==> src/rtl/sync_gen.sv <==
// ---------------------------------------------------------------------------
// sync_gen
// Frame/line timing generator. Emits a one-cycle frame-start pulse, then for
// each line a one-cycle line-start pulse, an active window, and horizontal
// blanking. Vertical blanking follows the last line. Frames can be run one at
// a time or back-to-back, and dropping enable aborts a frame in progress.
//
// Parameters
//   LINE_LEN  active cycles per line            (1..4096)
//   LINES     lines per frame                   (1..32)
//   H_BLANK   idle cycles after each line       (0..255)
//   V_BLANK   idle cycles after the last line   (0..4095)
//
// Ports
//   clk         master clock (single domain)
//   rst         asynchronous, active-high reset
//   enable      generator enable; low returns to IDLE on the next edge
//   start       level request to begin a frame; ignored while busy
//   continuous  repeat frames; only looked at when a frame ends
//   f_sync      one-cycle frame-start pulse
//   sync        one-cycle line-start pulse
//   active      high during the LINE_LEN active cycles of each line
//   line_idx    current line, 0..LINES-1
//   frame_cnt   completed-frame counter, wraps at 256
//   busy        high in every state except IDLE
//   dbg_state   current FSM state encoding (IDLE=0, FSYNC=1, SYNC=2,
//               ACTIVE=3, HBLANK=4, VBLANK=5)
//
// Handshake: there is no valid/ready pair here. start is level-sampled on
// each rising edge while IDLE and enable is high; any other time it is
// dropped, never queued.
// ---------------------------------------------------------------------------
module sync_gen #(
    parameter int LINE_LEN = 4096,
    parameter int LINES    = 32,
    parameter int H_BLANK  = 16,
    parameter int V_BLANK  = 64
) (
    input  logic       clk,
    input  logic       rst,
    input  logic       enable,
    input  logic       start,
    input  logic       continuous,
    output logic       f_sync,
    output logic       sync,
    output logic       active,
    output logic [4:0] line_idx,
    output logic [7:0] frame_cnt,
    output logic       busy,
    output logic [2:0] dbg_state
);

    typedef enum logic [2:0] {
        S_IDLE   = 3'd0,
        S_FSYNC  = 3'd1,
        S_SYNC   = 3'd2,
        S_ACTIVE = 3'd3,
        S_HBLANK = 3'd4,
        S_VBLANK = 3'd5
    } state_t;

    // Counter reload values: an interval of N cycles loads N-1 and the state
    // is left on the cycle the counter reads zero.
    localparam logic [12:0] LP_ACT_LOAD  = 13'(LINE_LEN - 1);
    localparam logic [12:0] LP_HB_LOAD   = 13'(H_BLANK - 1);
    localparam logic [12:0] LP_VB_LOAD   = 13'(V_BLANK - 1);
    localparam logic [4:0]  LP_LAST_LINE = 5'(LINES - 1);

    state_t      r_state;
    logic [12:0] r_cnt;
    logic [4:0]  r_line;
    logic [7:0]  r_frame;
    logic        r_f_sync;
    logic        r_sync;
    logic        r_active;
    logic        r_busy;

    state_t      w_nxt_state;
    logic [12:0] w_nxt_cnt;
    logic [4:0]  w_nxt_line;
    logic [7:0]  w_nxt_frame;

    // End-of-frame outcome, shared by VBLANK expiry and the V_BLANK=0 path.
    state_t      w_eof_state;
    logic [4:0]  w_eof_line;
    logic [7:0]  w_eof_frame;

    // End-of-line outcome, shared by HBLANK expiry and the H_BLANK=0 path.
    state_t      w_eol_state;
    logic [12:0] w_eol_cnt;
    logic [4:0]  w_eol_line;
    logic [7:0]  w_eol_frame;

    logic        w_cnt_zero;

    assign w_cnt_zero = (r_cnt == 13'd0);

    always_comb begin
        w_eof_frame = r_frame + 8'd1;
        if (continuous && enable) begin
            w_eof_state = S_FSYNC;
            w_eof_line  = 5'd0;
        end else begin
            w_eof_state = S_IDLE;
            w_eof_line  = r_line;
        end
    end

    always_comb begin
        w_eol_state = S_SYNC;
        w_eol_cnt   = 13'd0;
        w_eol_line  = r_line;
        w_eol_frame = r_frame;
        if (r_line < LP_LAST_LINE) begin
            w_eol_state = S_SYNC;
            w_eol_line  = r_line + 5'd1;
        end else if (V_BLANK != 0) begin
            w_eol_state = S_VBLANK;
            w_eol_cnt   = LP_VB_LOAD;
        end else begin
            w_eol_state = w_eof_state;
            w_eol_line  = w_eof_line;
            w_eol_frame = w_eof_frame;
        end
    end

    always_comb begin
        w_nxt_state = r_state;
        w_nxt_cnt   = r_cnt;
        w_nxt_line  = r_line;
        w_nxt_frame = r_frame;
        if (!enable) begin
            // Abort: line_idx and frame_cnt hold so the partial frame is
            // visible afterwards; the frame is not counted.
            w_nxt_state = S_IDLE;
            w_nxt_cnt   = 13'd0;
        end else begin
            case (r_state)
                S_IDLE: begin
                    w_nxt_cnt = 13'd0;
                    if (start) begin
                        w_nxt_state = S_FSYNC;
                        w_nxt_line  = 5'd0;
                    end
                end
                S_FSYNC: begin
                    w_nxt_state = S_SYNC;
                    w_nxt_cnt   = 13'd0;
                end
                S_SYNC: begin
                    w_nxt_state = S_ACTIVE;
                    w_nxt_cnt   = LP_ACT_LOAD;
                end
                S_ACTIVE: begin
                    if (!w_cnt_zero) begin
                        w_nxt_cnt = r_cnt - 13'd1;
                    end else if (H_BLANK != 0) begin
                        w_nxt_state = S_HBLANK;
                        w_nxt_cnt   = LP_HB_LOAD;
                    end else begin
                        w_nxt_state = w_eol_state;
                        w_nxt_cnt   = w_eol_cnt;
                        w_nxt_line  = w_eol_line;
                        w_nxt_frame = w_eol_frame;
                    end
                end
                S_HBLANK: begin
                    if (!w_cnt_zero) begin
                        w_nxt_cnt = r_cnt - 13'd1;
                    end else begin
                        w_nxt_state = w_eol_state;
                        w_nxt_cnt   = w_eol_cnt;
                        w_nxt_line  = w_eol_line;
                        w_nxt_frame = w_eol_frame;
                    end
                end
                S_VBLANK: begin
                    if (!w_cnt_zero) begin
                        w_nxt_cnt = r_cnt - 13'd1;
                    end else begin
                        w_nxt_state = w_eof_state;
                        w_nxt_cnt   = 13'd0;
                        w_nxt_line  = w_eof_line;
                        w_nxt_frame = w_eof_frame;
                    end
                end
                default: begin
                    w_nxt_state = S_IDLE;
                    w_nxt_cnt   = 13'd0;
                end
            endcase
        end
    end

    // State, counter and outputs in one register stage. Outputs are decoded
    // from the next state so they line up with the state they describe.
    always_ff @(posedge clk or posedge rst) begin
        if (rst) begin
            r_state  <= S_IDLE;
            r_cnt    <= 13'd0;
            r_line   <= 5'd0;
            r_frame  <= 8'd0;
            r_f_sync <= 1'b0;
            r_sync   <= 1'b0;
            r_active <= 1'b0;
            r_busy   <= 1'b0;
        end else begin
            r_state  <= w_nxt_state;
            r_cnt    <= w_nxt_cnt;
            r_line   <= w_nxt_line;
            r_frame  <= w_nxt_frame;
            r_f_sync <= (w_nxt_state == S_FSYNC);
            r_sync   <= (w_nxt_state == S_SYNC);
            r_active <= (w_nxt_state == S_ACTIVE);
            r_busy   <= (w_nxt_state != S_IDLE);
        end
    end

    assign f_sync    = r_f_sync;
    assign sync      = r_sync;
    assign active    = r_active;
    assign busy      = r_busy;
    assign line_idx  = r_line;
    assign frame_cnt = r_frame;
    assign dbg_state = r_state;

endmodule

==> config.mk <==
export PLATFORM = sky130hd
export DESIGN_NAME = sync_gen
export DESIGN_NICKNAME = d
export VERILOG_FILES = /design/src/rtl/sync_gen.sv
export SDC_FILE = /design/constraint.sdc
export NUM_CORES = 1
export LEC_CHECK = 0
export ABC_AREA = 1
export BUFFER_PORTS_ARGS = -buffer_cell sky130_fd_sc_hd__buf_2
export CAP_MARGIN = 40
export CORE_UTILIZATION = 25
export DETAILED_ROUTE_END_ITERATION = 6
export SKIP_LAST_GASP = 1
export SLEW_MARGIN = 20
export SYNTH_ARGS = -nofsm -noshare
export SYNTH_HDL_FRONTEND = slang
export SYNTH_SLANG_ARGS = --single-unit
export TNS_END_PERCENT = 100
==> constraint.sdc <==
create_clock -name clk -period 2.65 [get_ports clk]
set_input_delay 0.1325 -clock clk [delete_from_list [all_inputs] [get_ports clk]]
set_output_delay 0.1325 -clock clk [all_outputs]
set_load 0.1 [all_outputs]
==> After elaboration in Yosys (flattened, before gate mapping) <==
Index checks and enable logic that the tools add are counted.
{ "word_totals": {"ff_bits": 33, "in_bits": 5, "out_inout_bits": 20, "elab_cells": 52} }
{ "op_classes": {"add_sub_neg": 3, "order_cmp": 1, "n_eq_ne": 13, "n_mux": 20, "reduce_logical": 7} }
{ "op_table": {"columns": ["operator", "n"], "rows": [
  ["13-bit two-way mux", 4],
  ["13-bit one-hot mux with 4 select lines", 1],
  ["5-bit two-way mux", 5],
  ["3-bit two-way mux", 6],
  ["3-bit one-hot mux with 6 select lines", 1],
  ["5-bit one-hot mux with 3 select lines", 1],
  ["13-bit logical NOT", 1],
  ["13-bit by 1-bit subtractor with 13-bit output (second input constant)", 1],
  ["3-bit by 2-bit == test with 1-bit output (second input constant)", 4],
  ["2-bit != test (second input constant)", 5],
  ["8-bit by 1-bit adder with 8-bit output (second input constant)", 1],
  ["7-bit AND reduction", 1],
  ["3-bit by 1-bit == test with 1-bit output (second input constant)", 2],
  ["3-bit == test (second input constant)", 2],
  ["6-bit two-way mux", 1],
  ["3-bit nonzero test", 2],
  ["5-bit by 1-bit adder with 5-bit output (second input constant)", 1],
  ["5-bit less-than comparator (second input constant)", 1],
  ["3-bit logical NOT", 1],
  ["3-bit AND reduction", 1],
  ["1-bit logical AND", 1],
  ["1-bit two-way mux", 1]
]} }

==> Longest topological paths before layout <==
{ "logic_depth": {"depth_word": 6, "mapped_depth": 11, "depth_no_buf": 11} }

==> Least setup slack after synthesis <==
Ideal clock, no wire load.
{ "synth_timing": {"kind": "register -> register", "startpoint": "register r_state[2] (netlist: dbg_state[2])", "endpoint": "register r_line[3] (netlist: line_idx[3])", "setup_ns": 0.122, "arrival_time_ns": 1.961, "required_ns": 2.528, "setup_slack_ns": 0.567, "stages_incl_launch_ff": 8, "n_path_buf": 0, "period_less_slack_ns": 2.083, "path_cell_list": "dfrtp_1 -> inv_1 -> nor2_4 -> nand2_4 -> o211ai_2 -> nor2_4 -> nand3b_1 -> nand2_1"} }
{ "synth_between": {"elab_chain_len": 3, "elab_cells_between_ends": 11, "classes_between": "eq/ne: 7; mux: 1; reduce/logical: 3"} }
{ "synth_rtl": {"columns": ["element", "line_no", "source"], "rows": [
  ["start, declared", "69", "state_t r_state;"],
  ["start signal, assigned", "208", "r_state <= w_nxt_state;"],
  ["3-bit == test or 3-bit logical NOT (tied branches)", "138", "case (r_state)"],
  ["2-bit != test (no source line) or 3-bit nonzero test (tied branches)", null, null],
  ["7-bit AND reduction (no source line)", null, null],
  ["end signal, assigned", "210", "r_line <= w_nxt_line;"],
  ["end, declared", "71", "logic [4:0] r_line;"]
]} }
Parallel ways exist; a longest one is shown, timed or not.
A chain may end at the register's enable or synchronous reset.

==> Final worst setup path <==
{ "layout_timing": {"startpoint": "register r_cnt[0]", "endpoint": "register r_busy (netlist: busy)"} }
{ "layout_between": {"elab_chain_len": 5, "elab_cells_between_ends": 7, "classes_between": "mux: 5; reduce/logical: 2"} }
{ "layout_rtl": {"columns": ["element", "line_no", "source"], "rows": [
  ["start, declared", "70", "logic [12:0] r_cnt;"],
  ["start signal, assigned", "209", "r_cnt <= w_nxt_cnt;"],
  ["13-bit logical NOT *", "96", "assign w_cnt_zero = (r_cnt == 13'd0);"],
  ["3-bit two-way mux, on equally long branches", "178, 155, 168", null],
  ["3-bit one-hot mux with 6 select lines *", "138", null],
  ["3-bit two-way mux *", "132", "if (!enable) begin"],
  ["3-bit nonzero test *", "215", "r_busy <= (w_nxt_state != S_IDLE);"],
  ["end signal, assigned", "215", null],
  ["end, declared", "76", "logic r_busy;"]
]} }
Every way passes the cells marked *; elsewhere a longest branch is shown, timed or not.

==> impl_metrics.tcl <==
set metrics [dict create \
    status "finished, final reports clean" \
    cts_buffers 5 \
    syn_inst 230 \
    crit_path_end_kind "register" \
    path_class "reg -> reg" \
    path_clk_slew_ns 0.07 \
    clock-sinks 33 \
    die_w_um 89.9 \
    initial_utilization 0.262 \
    fillers 797 \
    layout-drive-gt1-share 0.206 \
    die_height_um 89.9 \
    overflow 0 \
    r2r_cells 11 \
    ys_top_cells_by_area "dfrtp_1, nand2_1, xnor2_1" \
    yosysWarningCount 0 \
    ant_nets 0 \
    drc 0 \
    cts_buffer_depth 2 \
    worstHoldPathType "in -> reg" \
    synth_most_common_cell "nand2_1" \
    htree_levels 2 \
    cp_data_required_time_ns 2.82 \
    syn-mean-instance-area_sq_um 8.39 \
    via_per_inst 4.36 \
    fin_crit_ns 1.70 \
    fin_skew_ns 0.00748 \
    io_buffers 24 \
    drt_iter0_markers 59 \
    hpwl_mm 2.79 \
    synth_top_area_frac 0.428 \
    fmax_mhz 587 \
    yosysSeqAreaShare 0.428 \
    num-nets-final 270 \
    synthToLayoutAreaGrowth_pct 18.8 \
    placementRows 31 \
    synth_edf_count 0 \
    ys_types 29 \
    antennaDiodeCount 0 \
    min_from "enable" \
    async_flop_share 1.00 \
    critPathLaunch "r_cnt[0]" \
    synthFlopType "dfrtp_1" \
    cts_tree "built" \
    syn_area_sq_mm 0.00193 \
    maxCapViolations 0 \
    crit_fanout 16 \
    grt_usage 0.103 \
    rr_startpoint "r_cnt[0]" \
    setup_viol 0 \
    grt_pass1_wl_mm 6.91 \
    slew_headroom 0.677 \
    synthesis.nets 239 \
    clock-root-buffer "clkbuf_8" \
    die_area_sq_mm 0.00808 \
    critPathLaunchType "register" \
    grt_max_degree 34 \
    slew_viol_final 0 \
    yosys.area.top_type "dfrtp_1" \
    pin_count 25 \
    leakage_uw 0.00127 \
    whs_path_depth 3 \
    p_per_area_mw_per_mm2 727 \
    worstPathArrival_ns 1.87 \
    vias 1575 \
    grt_pass1_vias 1509 \
    hold_viol 0 \
    irDropWorstVdd_v 0.000474 \
    finalSetupTns_ns 0 \
    yosys-top-cells-count "nand2_1, dfrtp_1, inv_1" \
    wl_mm 3.85 \
    core_area_sq_mm 0.00737 \
    synth_seq_cells 33 \
    tightest_slew_ns 0.488 \
    utilization 0.311 \
    dr.pass1.iters 4 \
    rsz0062_at_grt "false" \
    antenna_found_initial 0 \
    place_congestion 0.798 \
    clk_latency_ns 0.28 \
    ctsResizeCount 0 \
    avgRoutedWirePerCell_um 10.7 \
    fin_crit_sh 0.643 \
]
[power breakdown]
part | switching (uW) | internal (uW)
registers | 42.3 | 538
clock network | 181 | 307
logic | 456 | 143
total | 679 | 987
[sequential cells by signal, summed over array words and instances, names as in the netlist]
register	cells
dbg_state	3
frame_cnt	8
r_cnt	13
f_sync	1
sync	1
line_idx	5
active	1
busy	1
[per-stage QoR]
| stage | hold slack, ns | instances | power [uW] | area, sq um | setup slack [ns] |
|---|---|---|---|---|---|
| finish | 0.185 | 361 | 1670 | 2290 | 0.947 |
| global route | 0.190 | 361 | 1760 | 2290 | 0.728 |
| CTS | 0.177 | 361 | 1690 | 2290 | 0.940 |
| detailed placement | 0.258 | 352 | 1190 | 2170 | 0.937 |
| global placement | 0.252 | 352 | 1180 | 2170 | 0.993 |
| floorplan | 0.256 | 230 | 1100 | 1930 | 0.567 |
[kinds of logic (layout without fill, tap and decap cells)]
group / after synthesis / after routing / share of synthesized area
fa+ha+maj: 4 / 4 / 0.0259
xor+xnor: 19 / 19 / 0.0862
buf+inv: 28 / 60 / 0.0583
flops: 33 / 33 / 0.428
compound gates: 23 / 23 / 0.0674
simple gates: 123 / 123 / 0.334
[placed cells by master (no fill, tap or decap), types with 2 or more instances in the layout]
cell | synthesis | layout
nor2_1 | 18 | 18
nand3_1 | 15 | 15
buf_2 | 0 | 24
nand4_1 | 5 | 5
nand2_2 | 3 | 3
o21ai_0 | 5 | 5
nand2_1 | 58 | 58
nor2_4 | 4 | 4
a21oi_1 | 13 | 13
nand2_4 | 5 | 5
ha_1 | 4 | 4
nor3_1 | 5 | 5
clkbuf_8 | 0 | 6
inv_1 | 23 | 23
nor2_2 | 2 | 2
xnor2_1 | 10 | 10
xor2_1 | 9 | 9
o21bai_1 | 2 | 2
inv_2 | 3 | 3
nand3b_1 | 3 | 3
dfrtp_1 | 33 | 33
[worst max-delay path, cell delays in order, from the launching register on]
cell and delay (ns):
dfrtp_1 0.38, inv_1 0.12, ha_1 0.18, nand2_1 0.05, nor2_1 0.18, nand2_4 0.17
nand2_1 0.11, nand2_1 0.07, nor2_1 0.09, nand2_1 0.08, nand2_2 0.09, nand3_1 0.06
[routing by layer]
layer / share of wire / global-route usage / up-vias / wire (um)
li1: - / - / 798 / -
met1: 0.47 / 0.131 / 743 / 1820
met2: 0.49 / 0.176 / 29 / 1880
met3: 0.028 / 0.0178 / 5 / 108
met4: 0.010 / 0.0363 / 0 / 40
met5: 0 / 0 / - / 0
[timing repair]
item,4_1_cts,5_1_grt
setup buffers,0,0
hold buffers,1,0
hold endpoints to repair,33,0
[worst paths after layout]
check	endpoint	slack (ns)
max	busy	0.95
min	active	0.19
max reg2reg	busy	0.95
min reg2reg	r_cnt[0]	0.44
max in group asynchronous	line_idx[0]	1.85
min in group asynchronous	frame_cnt[2]	0.49
[area by class of cell]
| type | instances | area (sq um) | area share |
|---|---|---|---|
| clock buffers | 7 | 86.3 | 0.0376 |
| clock inverters | 1 | 30.0 | 0.0131 |
| inverters | 26 | 97.6 | 0.0426 |
| multi-input cells | 169 | 992 | 0.433 |
| flip-flops and latches | 33 | 826 | 0.360 |
| well taps | 99 | 124 | 0.0540 |
| repair buffers | 26 | 138 | 0.0600 |
Note: power is estimated with default switching activity, not from simulation.
